`config.mk`:
```
export PLATFORM = sky130hd
export DESIGN_NAME = spi_target
export DESIGN_NICKNAME = d
export VERILOG_FILES = /design/src/rtl/spi_target.sv
export SDC_FILE = /design/constraint.sdc
export NUM_CORES = 1
export LEC_CHECK = 0
export BUFFER_PORTS_ARGS = -buffer_cell sky130_fd_sc_hd__buf_2
export CAP_MARGIN = 20
export CORE_MARGIN = 2
export CORE_UTILIZATION = 45
export CTS_BUF_LIST = sky130_fd_sc_hd__clkbuf_4 sky130_fd_sc_hd__clkbuf_8 sky130_fd_sc_hd__clkbuf_16
export DETAILED_ROUTE_END_ITERATION = 10
export GPL_ROUTABILITY_DRIVEN = 0
export GPL_TIMING_DRIVEN = 0
export HOLD_SLACK_MARGIN = 0.12
export PLACE_DENSITY = 0.7
export RECOVER_POWER = 100
export SYNTH_ARGS = -nofsm -noshare
export SYNTH_HDL_FRONTEND = slang
export SYNTH_SLANG_ARGS = --single-unit
export TNS_END_PERCENT = 5
```
`constraint.sdc`:
```
create_clock -name clk -period 1.7 [get_ports clk]
set_clock_uncertainty 0.05 [all_clocks]
set_input_delay 0.255 -clock clk [delete_from_list [all_inputs] [get_ports clk]]
set_output_delay 0.255 -clock clk [all_outputs]
set_load 0.005 [all_outputs]
```
`src/rtl/spi_target.sv`:
```
// spi_target
//   SPI mode-0 target. Oversamples spi_cs/spi_sclk/spi_mosi on clk, assembles
//   MSB-first words from MOSI, and shifts words out on MISO from a one-entry
//   TX holding buffer. When the buffer is empty at a load point, FILL is sent
//   instead and tx_underrun pulses.
//
// Ports
//   clk, reset          system clock, synchronous active-high reset
//   spi_cs              chip select from master, active low, asynchronous
//   spi_sclk, spi_mosi  SPI clock (idles low) and master-out data
//   spi_miso            target-out data, 1 when not selected
//   rx_data, rx_valid   last completed word, 1-cycle update pulse
//   tx_data, tx_valid   holding-buffer write, accepted when tx_ready
//   tx_ready            holding buffer empty
//   tx_underrun         1-cycle pulse: FILL loaded because buffer empty
//   frame_abort         1-cycle pulse: cs rose with a partial word in flight
//   busy                synchronised chip select is active
module spi_target #(
  parameter int unsigned       DATA_W      = 8,
  parameter int unsigned       SYNC_STAGES = 2,
  parameter logic [DATA_W-1:0] FILL        = {DATA_W{1'b1}}
) (
  input  logic              clk,
  input  logic              reset,
  input  logic              spi_cs,
  input  logic              spi_sclk,
  input  logic              spi_mosi,
  output logic              spi_miso,
  output logic [DATA_W-1:0] rx_data,
  output logic              rx_valid,
  input  logic [DATA_W-1:0] tx_data,
  input  logic              tx_valid,
  output logic              tx_ready,
  output logic              tx_underrun,
  output logic              frame_abort,
  output logic              busy
);

  localparam int unsigned CNT_W = $clog2(DATA_W);

  typedef enum logic [1:0] {
    IDLE,
    LOAD,
    SHIFT
  } state_e;

  // ---------------------------------------------------------------------
  // Input synchronisers and sclk edge detect
  // ---------------------------------------------------------------------
  logic [SYNC_STAGES-1:0] cs_sync_q;
  logic [SYNC_STAGES-1:0] sclk_sync_q;
  logic [SYNC_STAGES-1:0] mosi_sync_q;
  logic [SYNC_STAGES-1:0] sync_live_q;
  logic                   sclk_prev_q;

  logic cs_s;
  logic sclk_s;
  logic mosi_s;
  logic sync_live;
  logic sclk_rise;
  logic sclk_fall;

  always_ff @(posedge clk) begin
    if (reset) begin
      cs_sync_q   <= '1;
      sclk_sync_q <= '0;
      mosi_sync_q <= '0;
      sync_live_q <= '0;
      sclk_prev_q <= 1'b0;
    end else begin
      cs_sync_q   <= {cs_sync_q[SYNC_STAGES-2:0], spi_cs};
      sclk_sync_q <= {sclk_sync_q[SYNC_STAGES-2:0], spi_sclk};
      mosi_sync_q <= {mosi_sync_q[SYNC_STAGES-2:0], spi_mosi};
      sync_live_q <= {sync_live_q[SYNC_STAGES-2:0], 1'b1};
      sclk_prev_q <= sclk_s;
    end
  end

  assign cs_s      = cs_sync_q[SYNC_STAGES-1];
  assign sclk_s    = sclk_sync_q[SYNC_STAGES-1];
  assign mosi_s    = mosi_sync_q[SYNC_STAGES-1];
  // Synchroniser outputs only reflect real pin samples once the reset
  // values have been flushed through the chain.
  assign sync_live = sync_live_q[SYNC_STAGES-1];
  assign sclk_rise = sclk_s & ~sclk_prev_q;
  assign sclk_fall = ~sclk_s & sclk_prev_q;

  // ---------------------------------------------------------------------
  // Frame state, shift registers and holding buffer
  // ---------------------------------------------------------------------
  state_e              state_q;
  logic [CNT_W-1:0]    cnt_q;
  logic [DATA_W-1:0]   rx_shift_q;
  // MSB of the outgoing word lives in miso_q; tx_shift_q holds the rest.
  logic [DATA_W-2:0]   tx_shift_q;
  logic                miso_q;
  logic [DATA_W-1:0]   buf_q;
  logic                buf_valid_q;
  logic [DATA_W-1:0]   rx_data_q;
  logic                rx_valid_q;
  logic                underrun_q;
  logic                abort_q;
  logic                word_done_q;
  logic                armed_q;

  logic              reload;
  logic [DATA_W-1:0] reload_word;

  // A reload happens at LOAD and on the first sclk fall after a completed
  // word (count back at 0 while selected).
  always_comb begin
    reload = 1'b0;
    if (state_q == LOAD) begin
      reload = 1'b1;
    end else if (state_q == SHIFT && !cs_s && sclk_fall && cnt_q == '0) begin
      reload = 1'b1;
    end
  end

  assign reload_word = buf_valid_q ? buf_q : FILL;

  always_ff @(posedge clk) begin
    if (reset) begin
      state_q     <= IDLE;
      cnt_q       <= '0;
      rx_shift_q  <= '0;
      tx_shift_q  <= '0;
      miso_q      <= 1'b1;
      buf_q       <= '0;
      buf_valid_q <= 1'b0;
      rx_data_q   <= '0;
      rx_valid_q  <= 1'b0;
      underrun_q  <= 1'b0;
      abort_q     <= 1'b0;
      word_done_q <= 1'b0;
      armed_q     <= 1'b0;
    end else begin
      rx_valid_q  <= 1'b0;
      underrun_q  <= 1'b0;
      abort_q     <= 1'b0;
      word_done_q <= 1'b0;

      // After reset a frame may only start from a genuine cs high->low,
      // so cs must be seen high once before a low level is honoured.
      if (sync_live && cs_s) begin
        armed_q <= 1'b1;
      end

      // Word assembled on the previous cycle's sclk rise.
      if (word_done_q) begin
        rx_data_q  <= rx_shift_q;
        rx_valid_q <= 1'b1;
      end

      case (state_q)
        IDLE: begin
          miso_q <= 1'b1;
          cnt_q  <= '0;
          if (armed_q && sync_live && !cs_s) begin
            state_q <= LOAD;
          end
        end

        LOAD: begin
          cnt_q   <= '0;
          state_q <= SHIFT;
        end

        SHIFT: begin
          if (cs_s) begin
            state_q <= IDLE;
            miso_q  <= 1'b1;
            cnt_q   <= '0;
            if (cnt_q != '0) begin
              abort_q <= 1'b1;
            end
          end else if (sclk_rise) begin
            rx_shift_q <= {rx_shift_q[DATA_W-2:0], mosi_s};
            if (cnt_q == CNT_W'(DATA_W - 1)) begin
              cnt_q       <= '0;
              word_done_q <= 1'b1;
            end else begin
              cnt_q <= cnt_q + CNT_W'(1);
            end
          end else if (sclk_fall && cnt_q != '0) begin
            miso_q     <= tx_shift_q[DATA_W-2];
            tx_shift_q <= {tx_shift_q[DATA_W-3:0], 1'b0};
          end
        end

        default: begin
          state_q <= IDLE;
          miso_q  <= 1'b1;
        end
      endcase

      if (reload) begin
        miso_q     <= reload_word[DATA_W-1];
        tx_shift_q <= reload_word[DATA_W-2:0];
        if (buf_valid_q) begin
          buf_valid_q <= 1'b0;
        end else begin
          underrun_q <= 1'b1;
        end
      end

      // An empty buffer accepts tx_data even in a FILL reload cycle; the
      // new word is held for the next load point rather than bypassed.
      if (tx_valid && !buf_valid_q) begin
        buf_q       <= tx_data;
        buf_valid_q <= 1'b1;
      end
    end
  end

  assign spi_miso    = miso_q;
  assign rx_data     = rx_data_q;
  assign rx_valid    = rx_valid_q;
  assign tx_ready    = ~buf_valid_q;
  assign tx_underrun = underrun_q;
  assign frame_abort = abort_q;
  assign busy        = ~cs_s;

endmodule

```
==> results <==
- The final setup slack of the worst path is -0.0162 ns.
- Setup repair after global routing could not meet its margin everywhere.
- The most common library cell in the layout ignoring fill and taps is dfxtp_1.
- After detailed routing, the average wire length per cell comes to 11.5 um.
- The routed design has 3.48 mm of wire.
- After detailed placement, the total cell area comes to 0.00216 mm^2.
- Along the worst path, the maximum fanout reaches 9.
- The total power after layout is 2.18 mW.
- The power per cell area is 944 mW/mm^2.
- The finished cells cover 0.00231 mm^2.
- The post-route clock period utilization is 1.01.
- The checks that failed: setup timing.
- Post-CTS timing repair inserted 0 buffers for setup.
- The maximum single-stage delay on the critical path is between 0.4 and 0.5 ns.
- Synthesis produced about 210 cells.
- Timing would allow up to 583 MHz.
- The DRC violation count after routing is 0.
- In this run the tightest slew margin relative to its limit is 0.596.
- The number of diodes is 0.
- The width of the die is roughly 70 um.
- The smallest clock period supported by the final layout is computed as ~1.7 ns.
- The first TritonRoute pass finished after 4 iterations.
- The category of the worst setup path launch point is a flop.
- In this run the cell area of the synthesized design comes to between 0.0015 and 0.002 mm^2.
- The floorplan row count is 24.
- Max-cap violations in this run came to 0.
- Traced cell by cell, the critical path runs through buf_6 > or3b_4 > o41a_4 > nor2_4 > a221oi_1.
- The number of buffers created by CTS is 5.
- The boundary pin count is 28.
- The area overhead of the layout relative to synthesis is 17.6%.
- The total overflow reported by the global router is 0.
- CTS built an H-tree with a depth of 2.
- The number of DRC violations after detailed-routing iteration 0 is 69.
- The summed negative setup slack over all endpoints is -0.0629 ns.
- Entering global routing, the biggest net connects 16 pins.
- The clock insertion delay at the later pin of the skew report is 0.30 ns.
- The overall via count from detail_route is 1504.
- The die footprint is 0.00491 mm^2.
- The cell at the root of the clock tree is clkbuf_8.
- In this design, the largest share of critical-path delay is due to simple AND/OR/NAND/NOR gates.
- The flow ran to the end, but the final reports show violations.
- The combined buffer and inverter count along the critical path is 1.
- The number of hold violations in the final report is 0.
- For this configuration, the core starts out at a cell density of 0.461.
- Summed over all nets, the half-perimeter wirelength after detailed placement is 2.42 mm.
- The number of enable flip-flop cells after synthesis is 0.
- For this run, the number of Yosys warnings is 0.
- The worst-case IR drop observed on VDD is ~0.65 mV.
- The post-route antenna net violation count is 0.
- The measured slew at the worst slew-check pin is 0.606 ns.
- The top cell types in the final layout, fill and taps aside, are dfxtp_1 (50), nand2_1 (34), buf_2 (23).
- The worst setup path is captured at a flop.
- After synthesis, the share of flip-flops with an asynchronous set or reset is 0.
- The path type of the worst setup path is reg2reg.
- The number of different library cells used by synthesis comes to 33.
- The number of setup violations in the final report is 6.
- The first global-routing pass estimated 6.19 mm of wire.
- For the worst setup path, the data required time is 1.81 ns.
- The post-synth net total is 231.
- The number of clock sinks seen by CTS is 52.
- The area of the placeable core is between 0.004 and 0.005 mm^2.
- The number of antenna violations at the first check in global routing was 0.
- After detailed routing, the number of vias per cell comes to 4.96.
- In the final design database the tool counted ~270 nets.
- In the global route stage, overall resource usage came out at 0.160.
- The portion of the post-synthesis area used by sequential elements is 0.530.
- For this design the static power due to leakage is 0.875 nW.
- The count of buffers added on input and output ports is 27.
- The vertical die dimension is 70.1 um.
- On the critical path, the stage with the largest delay is an instance of or3b_4.
- The TritonCTS clock tree is built.
- The tightest min-delay check is of the in2reg type.
- The number of global-route vias before repair is approximately 1400.
- The most instantiated flip-flop cell in the synthesis netlist is dfxtp_1.
- The register bit count reported by yosys is 52.
- The synthesized area per cell is between 9 and 10 um^2.
- The count of final max-slew check failures is 0.
- The fraction of layout cells with a size suffix above 1 is 0.175.
- The register clock-pin slew on the reported worst setup and hold paths is ~0.080 ns.
- STA puts the critical path data arrival time at ~1.8 ns.
- The longest clock path from root to sink contains 2 buffers.
- The worst slack at placement is -0.0519 ns.
[worst min-delay path: cells and delay by family]
| family | cells | cell delay, ns |
|---|---|---|
| buf+inv | 1 | 0.09 |
| compound gates | 1 | 0.05 |
| simple gates | 1 | 0.04 |
[registers in the layout, summed over array words and instances (netlist names)]
signal	flops
buf_q	8
mosi_sync_q	2
word_done_q	1
sclk_prev_q	1
frame_abort	1
cs_sync_q	2
buf_valid_q	1
rx_valid	1
tx_shift_q	7
state_q	2
rx_shift_q	8
rx_data	8
tx_underrun	1
cnt_q	3
armed_q	1
spi_miso	1
sclk_sync_q	2
sync_live_q	2
[worst paths after layout]
path | from | end | slack, ns | depth (start not counted)
hold reg to reg | cs_sync_q[0] | cs_sync_q[1] | 0.36 | 1
setup reg to reg | state_q[1] | tx_shift_q[5] | -0.02 | 5
hold / removal | tx_data[1] | buf_q[1] | 0.14 | 3
setup / recovery | state_q[1] | tx_shift_q[5] | -0.02 | 5
[Yosys cell counts (all sizes together) (3+ instances only)]
master,n,area (um^2)
a21oi,21,105
a221oi,6,52.6
and3,3,18.8
buf,4,27.5
clkbuf,10,37.5
dfxtp,52,1040
ha,3,37.5
inv,13,48.8
mux2i,8,80.1
nand2,34,128
nand2b,5,31.3
nor2,15,66.3
nor2b,11,68.8
nor4,7,43.8
o21bai,7,52.6
[kinds of logic (layout without fill, tap and decap cells)]
group,count (synthesis),after routing,share of synthesized area
flops,52,52,0.530
compound gates,41,41,0.143
buf+inv,27,64,0.0580
simple gates,83,83,0.209
mux,8,8,0.0408
fa+ha+maj,3,3,0.0191
[metal layers]
metal	track usage	vias up	share of wire	wire length [um]
li1	-	792	-	-
met1	0.222	684	0.51	1780
met2	0.234	23	0.43	1490
met3	0.0476	5	0.039	135
met4	0.0641	0	0.020	70
met5	0	-	0	0
[repair_timing]
action,in CTS,in global routing
pin swaps,0,0
hold buffers,3,0
setup endpoints to repair,7,9
resized for setup,4,1
hold endpoints to repair,3,0
[power breakdown]
group / internal (mW) / total [mW] / switching, mW / leakage (nW)
Sequential: 1.24 / 1.25 / 0.0120 / 0.424
Combinational: 0.0407 / 0.0987 / 0.0580 / 0.392
Clock: 0.453 / 0.827 / 0.375 / 0.0586
Total: 1.74 / 2.18 / 0.445 / 0.875
[area by class of cell]
| type | instances | area [um^2] |
|---|---|---|
| sequential | 52 | 1040 |
| clock inverter | 2 | 35.0 |
| clock buffer | 6 | 76.3 |
| buffer | 13 | 66.3 |
| timing repair buffer | 30 | 160 |
| multi-input combinational | 135 | 815 |
| tap | 52 | 65.1 |
| inverter | 13 | 48.8 |
| fill | 421 | 1950 |
[metrics by stage]
stage / hold WS (ns) / util / instances
5_1_grt: 0.123 / 0.542 / 303
3_3_place_gp: 0.345 / 0.508 / 293
2_1_floorplan: 0.307 / - / 214
4_1_cts: 0.125 / 0.543 / 304
6_report: 0.136 / 0.542 / 303
3_5_place_dp: 0.344 / 0.508 / 293
(Power assumes the default switching activity.)
